## src/rtl/parity_err_monitor.sv

```systemverilog
// Dual-rail parity error monitor: rail validation, event counting, clear handshake.
// Self-test FSM is built only when PARITY_MON_SELFTEST_EN is defined.
module parity_err_monitor #(
  parameter int CNT_W      = 8,
  parameter int THRESH     = 4,
  parameter int ST_TIMEOUT = 16
) (
  input  logic             ACLK,
  input  logic             RESET_ACLK,
  input  logic             ERR_IN,
  input  logic             ERR_IN_B,
  output logic             ENERR_OUT,
  output logic             FIERR_OUT,
  input  logic             MON_EN,
  input  logic             CLR_REQ,
  output logic             CLR_ACK,
  output logic             ERR_STICKY,
  output logic [CNT_W-1:0] ERR_CNT,
  output logic             RAIL_FAULT,
  output logic             IRQ_FATAL,
  input  logic             ST_START,
  output logic             ST_BUSY,
  output logic             ST_PASS,
  output logic             ST_FAIL
);

  localparam logic [CNT_W-1:0] THR = CNT_W'(THRESH);

  logic r_err, r_err_b, valid_d, eq_d;
  logic r_valid, r_idle, r_eq, rail_hit;
  logic evt, clr_pend, clr_do, st_busy;
  logic [CNT_W-1:0] cnt_base, cnt_inc;

  assign r_valid  = r_err & ~r_err_b;
  assign r_idle   = ~r_err & r_err_b;
  assign r_eq     = r_err ~^ r_err_b;
  // a single skewed cycle is tolerated; two in a row is a fault
  assign rail_hit = r_eq & eq_d;
  assign evt      = r_valid & ~valid_d & MON_EN & ~st_busy;
  assign clr_pend = CLR_REQ & ~CLR_ACK;
  assign clr_do   = clr_pend & ~st_busy;
  assign cnt_base = clr_do ? '0 : ERR_CNT;
  assign cnt_inc  = (&cnt_base) ? cnt_base : cnt_base + 1'b1;

  always_ff @(posedge ACLK) begin
    if (RESET_ACLK) begin
      r_err      <= 1'b0;
      r_err_b    <= 1'b1;
      valid_d    <= 1'b0;
      eq_d       <= 1'b0;
      ENERR_OUT  <= 1'b0;
      CLR_ACK    <= 1'b0;
      ERR_STICKY <= 1'b0;
      ERR_CNT    <= '0;
      RAIL_FAULT <= 1'b0;
      IRQ_FATAL  <= 1'b0;
    end else begin
      r_err     <= ERR_IN;
      r_err_b   <= ERR_IN_B;
      valid_d   <= r_valid;
      eq_d      <= r_eq;
      ENERR_OUT <= MON_EN | st_busy;
      CLR_ACK   <= CLR_ACK ? CLR_REQ : clr_do;
      if (clr_do) begin
        ERR_STICKY <= 1'b0;
        ERR_CNT    <= '0;
        RAIL_FAULT <= 1'b0;
        IRQ_FATAL  <= 1'b0;
      end
      // event lands after the clear so a same-cycle pair leaves count 1
      if (evt) begin
        ERR_STICKY <= 1'b1;
        ERR_CNT    <= cnt_inc;
        if (cnt_inc >= THR)
          IRQ_FATAL <= 1'b1;
      end
      if (rail_hit) begin
        RAIL_FAULT <= 1'b1;
        IRQ_FATAL  <= 1'b1;
      end
    end
  end

`ifdef PARITY_MON_SELFTEST_EN
  typedef enum logic [1:0] {
    IDLE, INJECT, RELEASE, DONE
  } st_t;

  localparam int TW = $clog2(ST_TIMEOUT + 1);
  localparam logic [TW-1:0] TO = TW'(ST_TIMEOUT);

  st_t state, state_n;
  logic [TW-1:0] timer, timer_n, timer_inc;
  logic go, set_pass, set_fail, rf_seen;

  assign st_busy   = (state == INJECT) | (state == RELEASE);
  assign ST_BUSY   = st_busy;
  assign FIERR_OUT = (state == INJECT);
  assign timer_inc = timer + 1'b1;

  always_ff @(posedge ACLK) begin
    if (RESET_ACLK) begin
      state   <= IDLE;
      timer   <= '0;
      ST_PASS <= 1'b0;
      ST_FAIL <= 1'b0;
      rf_seen <= 1'b0;
    end else begin
      state <= state_n;
      timer <= timer_n;
      if (go) begin
        ST_PASS <= 1'b0;
        ST_FAIL <= 1'b0;
        rf_seen <= 1'b0;
      end else if (rail_hit && st_busy) begin
        rf_seen <= 1'b1;
      end
      if (set_pass) ST_PASS <= 1'b1;
      if (set_fail) ST_FAIL <= 1'b1;
    end
  end

  always_comb begin
    state_n  = state;
    timer_n  = timer;
    go       = 1'b0;
    set_pass = 1'b0;
    set_fail = 1'b0;
    unique case (state)
      IDLE: begin
        if (ST_START && !clr_pend) begin
          state_n = INJECT;
          timer_n = '0;
          go      = 1'b1;
        end
      end
      INJECT: begin
        if (r_valid) begin
          state_n = RELEASE;
          timer_n = '0;
        end else if (timer_inc == TO) begin
          state_n  = DONE;
          set_fail = 1'b1;
        end else begin
          timer_n = timer_inc;
        end
      end
      RELEASE: begin
        if (r_idle) begin
          state_n  = DONE;
          set_fail = rf_seen | rail_hit;
          set_pass = ~(rf_seen | rail_hit);
        end else if (timer_inc == TO) begin
          state_n  = DONE;
          set_fail = 1'b1;
        end else begin
          timer_n = timer_inc;
        end
      end
      DONE: state_n = IDLE;
      default: state_n = IDLE;
    endcase
  end
`else
  logic unused_cfg;

  assign unused_cfg = ST_START ^ (ST_TIMEOUT > 0);
  assign st_busy    = 1'b0;
  assign ST_BUSY    = 1'b0;
  assign FIERR_OUT  = 1'b0;
  assign ST_PASS    = 1'b0;
  assign ST_FAIL    = 1'b0;
`endif

endmodule
```

## config.mk

```make
export PLATFORM = sky130hd
export DESIGN_NAME = parity_err_monitor
export DESIGN_NICKNAME = d
export VERILOG_FILES = /design/src/rtl/parity_err_monitor.sv
export SDC_FILE = /design/constraint.sdc
export NUM_CORES = 1
export LEC_CHECK = 0
export ABC_AREA = 1
export CORE_AREA = 5 5 60 62
export DETAILED_ROUTE_END_ITERATION = 10
export DIE_AREA = 0 0 65 67
export SLEW_MARGIN = 20
export SYNTH_ARGS = -nofsm -noshare
export SYNTH_HDL_FRONTEND = slang
export SYNTH_SLANG_ARGS = --single-unit
```

## constraint.sdc

```tcl
create_clock -name ACLK -period 1.7 [get_ports ACLK]
set_input_delay 0.17 -clock ACLK [delete_from_list [all_inputs] [get_ports ACLK]]
set_output_delay 0.17 -clock ACLK [all_outputs]
set_load 0.01 [all_outputs]
```

# [Word level (Yosys, flattened, before mapping)]
# Index checks and enable logic that the tools add are counted.
# Widths: inputs -> output; s select.
[classes] addsub=1 n_lt_le_gt_ge=1 n_mux=11 n_bitwise=9 reduce_logical=3
[op_table] op="$mux 8" count=3
[op_table] op="$add 8x1->8 const B" count=1
[op_table] op="$ge 8x3->1 const B" count=1
[op_table] op="$mux 1" count=8
[op_table] op="$reduce_and 8->1" count=1
[op_table] op="$and 1x1->1" count=5
[op_table] op="$reduce_bool 2->1" count=2
[op_table] op="$not 1->1" count=3
[op_table] op="$xnor 1x1->1" count=1
[word_totals] reg_bits=17 in_bits=7 wordCells=35

# [Logic depth before layout (Yosys ltp)]
[depth] depth_word=9 depth_mapped=13 ltp_nobuf=12

# [Worst setup path before layout]
# OpenSTA, ideal clock, no wires.
[synth_timing] kind="reg-to-reg" from="register CLR_ACK" to="register IRQ_FATAL" arrival_ns=1.302 t_required_ns=1.569 slack_ns=0.267 stages_incl_launch_ff=13 period_less_slack_ns=1.433 cell_sequence="dfxtp_1 -> inv_1 -> nand2_2 -> buf_6 -> nand3_4 -> nor2_8 -> nand3_2 -> nand2_1 -> nand2_1 -> nor2_2 -> nand2_1 -> nand2_1 -> a21oi_2"
[synth_via] elab_chain_cells=9 elab_cells_between_ends=11 cone_classes="add/sub: 1; order compare: 1; mux: 6; bitwise: 2; reduce/logical: 1"
[synth_rtl] item="from (decl)" line="16" rtl="output logic CLR_ACK,"
[synth_rtl] item="from (signal assigned)" line="63" rtl="CLR_ACK <= CLR_ACK ? CLR_REQ : clr_do;"
[synth_rtl] item="$not 1->1 *" line="40" rtl="assign clr_pend = CLR_REQ & ~CLR_ACK;"
[synth_rtl] item="$and 1x1->1 *" line="40"
[synth_rtl] item="$mux 8"
[synth_rtl] item="$add 8x1->8 / $reduce_and 8->1 (equally long branches)" line="43" rtl="assign cnt_inc = (&cnt_base) ? cnt_base : cnt_base + 1'b1;"
[synth_rtl] item="$mux 8" line="43"
[synth_rtl] item="$ge 8x3->1" line="74" rtl="if (cnt_inc >= THR)"
[synth_rtl] item="$mux 1" line="74"
[synth_rtl] item="$mux 1 *" line="71" rtl="if (evt) begin"
[synth_rtl] item="$mux 1 *" line="77" rtl="if (rail_hit) begin"
[synth_rtl] item="to (signal assigned)" line="68" rtl="IRQ_FATAL <= 1'b0;"
[synth_rtl] item="to (signal assigned)" line="75" rtl="IRQ_FATAL <= 1'b1;"
[synth_rtl] item="to (signal assigned)" line="79" rtl="IRQ_FATAL <= 1'b1;"
[synth_rtl] item="to (decl)" line="20" rtl="output logic IRQ_FATAL,"
# Mark *: on every way between the ends. The rest lies on a longest branch, timed or not.
# A chain may end at the register's enable or synchronous reset.

# [Worst setup path in the final report]
# Ends and elaborated chain as after synthesis.

==> results.cfg <==
[final_layout]
drive_above_1_share_pct = 21.3
syn_to_final_growth_pct = 30.3
final_util_pct = 40.3
nets = 159
design_area_um2 = 1200
n_antenna_cell = 0
finalNonFillerCells = 183

[worst_setup_path]
max_stage_delay_ns = 0.36
cp_cell_sequence = inv_1, nand2_2, nand3_2, nor2_8, nand3_2, nand2_2, nand2_1, nor2_1, nand2_1, nand2_1, a21oi_2
start_kind = flip-flop
slowest_stage = dfxtp_1
arrival_ns = 1.71
crit_path_frequent_cell = nand2_1
crit_fanout = 6
reg2reg_setup_slack_ns = 0.18
path_class = flip-flop to flip-flop
required_ns = 1.89
end_kind = flip-flop

[logic_synthesis]
synth_top_area_cell = dfxtp_1
synth-seq-cells = 17
yosys_warnings = 0
synth.avg_cell_area_um2 = 7.42
yosysUniqueCellTypes = 24
synthTopCellsByArea = dfxtp_1 37%, inv_1 9.8%, nand2_1 9.0%
syn_inst = 124
ys_seq_area_share_pct = 37.0
syn-cell-area_um2 = 920
synth_top_area_share_pct = 37.0

[floorplan]
core_um2 = 2980
initial_core_util_pct = 30.9
ios = 24
die-area_um2 = 4360
row_count = 20
die_height_um = 67
die_w_um = 65

[timing]
rsz0062_at_grt = no
max_freq_ghz = 0.659
hold_viol_final = 0
final-max-slew-violation-count = 0
period_minus_slack_ns = 1.52
setup_viol = 0
final.setup_skew_ns = 0.00324
worst_hold_slack_ns = 0.382
finalCritPeriodShare_pct = 89.3

[placed_design]
io_buffers = 18
place_inst = 179
gp_congestion = 0.846
post-dp-hpwl_um = 1460
placed_area_um2 = 1170

[cts]
clockBufferDepth = 2
cts-root-buf = clkbuf_4
clkTransAtPathRegs_ns = 0.09
hold_buffers = 0
cts_setup_buffers = 0
cts_tree = done
numCtsBuffers = 3
post_cts_resized = 0
cts_max_level = 1
clk_latency_ns = 0.30
cts_sinks = 17

[global_routing]
grt_use_met3_pct = 2.70
grt_util_met1_pct = 11.0
grt_pass1_wl_um = 3280
grt_pass1_vias = 780
antenna_found_initial = 0
grt_use_met2_pct = 16.7
grt_usage_pct = 9.82
globalRouteOverflowTotal = 0
busiest_layer = met2
grt_max_degree = 10

[pwr]
p_total_w = 0.000722
sw_frac_of_total_pct = 24.3
p_leak_nw = 0.576
p_int_w = 0.000546
p_sw_w = 0.000175
p_comb_share_pct = 12.2
power.density_nw_per_um2 = 602
clkPwrFrac_pct = 30.2
ir_worst_vdd_mv = 0.391
seqPwrFrac_pct = 57.5

[routing]
drt_iter0_drc = 8
drt_wl_total_um = 1760
wl_per_cell_um = 9.60
dr.pass1.iters = 4
drc = 0
ant_nets = 0
via_per_inst = 4.25
dr_total_vias = 778

[outcome]
status = completed

[job]
cap_violations = 0

[worst_hold_path]
holdCritPathClass = input pin to flip-flop
[flip-flops by register name, summed over array words and instances (netlist names)]
register and cells:
CLR_ACK 1, ERR_STICKY 1, eq_d 1, RAIL_FAULT 1, IRQ_FATAL 1, r_err 1
valid_d 1, ERR_CNT 8, ENERR_OUT 1, r_err_b 1
[Yosys cell counts]
| library cell | count |
|---|---|
| nand3_1 | 3 |
| nor3_4 | 1 |
| dfxtp_1 | 17 |
| inv_2 | 2 |
| nor2_1 | 12 |
| buf_1 | 1 |
| nand2_4 | 1 |
| nand2_2 | 6 |
| buf_4 | 4 |
| nand3_2 | 6 |
| nand2_1 | 22 |
| o211a_1 | 1 |
| nand3_4 | 1 |
| ha_1 | 1 |
| a21oi_2 | 1 |
| a21boi_0 | 1 |
| nor2_8 | 1 |
| inv_1 | 24 |
| nor2_2 | 2 |
| o21ai_0 | 5 |
| or2_2 | 1 |
| conb_1 | 1 |
| buf_6 | 1 |
| a21oi_1 | 9 |
[per-layer routing]
metal	wire, um	vias to the layer above
met5	0	-
met4	38	0
met3	100	3
met2	837	16
met1	780	340
li1	-	419
[critical path, delay by kind of cell (launching register included)]
kind | cells | cell delay (ns)
and+or+nand+nor | 9 | 0.94
buffers and inverters | 1 | 0.06
DFF | 1 | 0.36
AOI/OAI and AO/OA | 1 | 0.05
[cells in the final DEF, fill, tap and decap left out]
cell and n:
buf_12 1, nand2_2 6, conb_1 4, nand3_1 3, nand3_2 6, or2_2 1
dfxtp_1 17, nand3_4 1, a21oi_1 9, inv_1 24, clkbuf_1 1, nor3_4 1
buf_4 6, nor2_8 1, nor2_2 2, ha_1 1, nor2_1 12, nand2_1 22
inv_2 2, a21boi_0 1, clkbuf_4 3, o211a_1 1, nand2_4 1, o21ai_0 5
clkdlybuf4s50_1 18, a21oi_2 1
[cells by family (layout without fill, tap and decap cells)]
group / Yosys count / in the layout / share of synthesized area [%]
simple gates: 56 / 56 / 35.2
buf+inv: 32 / 55 / 15.5
compound gates: 17 / 17 / 10.5
flops: 17 / 17 / 37.0
fa+ha+maj: 1 / 1 / 1.36
other cells: 1 / 4 / 0.408
[final cells by class]
cell class,instances,area [um2]
Fill cell,314,1780
Clock buffer,4,26.3
Tap cell,33,41.3
Timing Repair Buffer,25,245
Multi-Input combinational cell,78,448
Inverter,26,97.6
Sequential cell,17,340
[power by group through the flow]
| stage | logic (W) | registers [W] | clock network [W] |
|---|---|---|---|
| floorplan | 0.0000482 | 0.000427 | 0 |
| global placement | 0.0000889 | 0.000424 | 0 |
| detailed placement | 0.0000893 | 0.000425 | 0 |
| CTS | 0.0000897 | 0.000416 | 0.000230 |
| global route | 0.0000996 | 0.000417 | 0.000256 |
| finish | 0.0000881 | 0.000415 | 0.000218 |
[through the flow]
| stage | TNS (ns) | setup WS [ns] |
|---|---|---|
| after detailed placement | -0.0633 | -0.0633 |
| after global placement | -0.0409 | -0.0409 |
| final | 0 | 0.182 |
| after floorplan | 0 | 0.267 |
| after global routing | 0 | 0.00564 |
| after CTS | 0 | 0.164 |
[worst paths after layout]
check,from,end,cells after the start
hold reg to reg,RAIL_FAULT,RAIL_FAULT,2
hold / removal,ERR_IN,r_err,3
setup reg to reg,CLR_ACK,IRQ_FATAL,11
setup / recovery,CLR_ACK,IRQ_FATAL,11
Note: power is estimated with default switching activity, not from simulation.
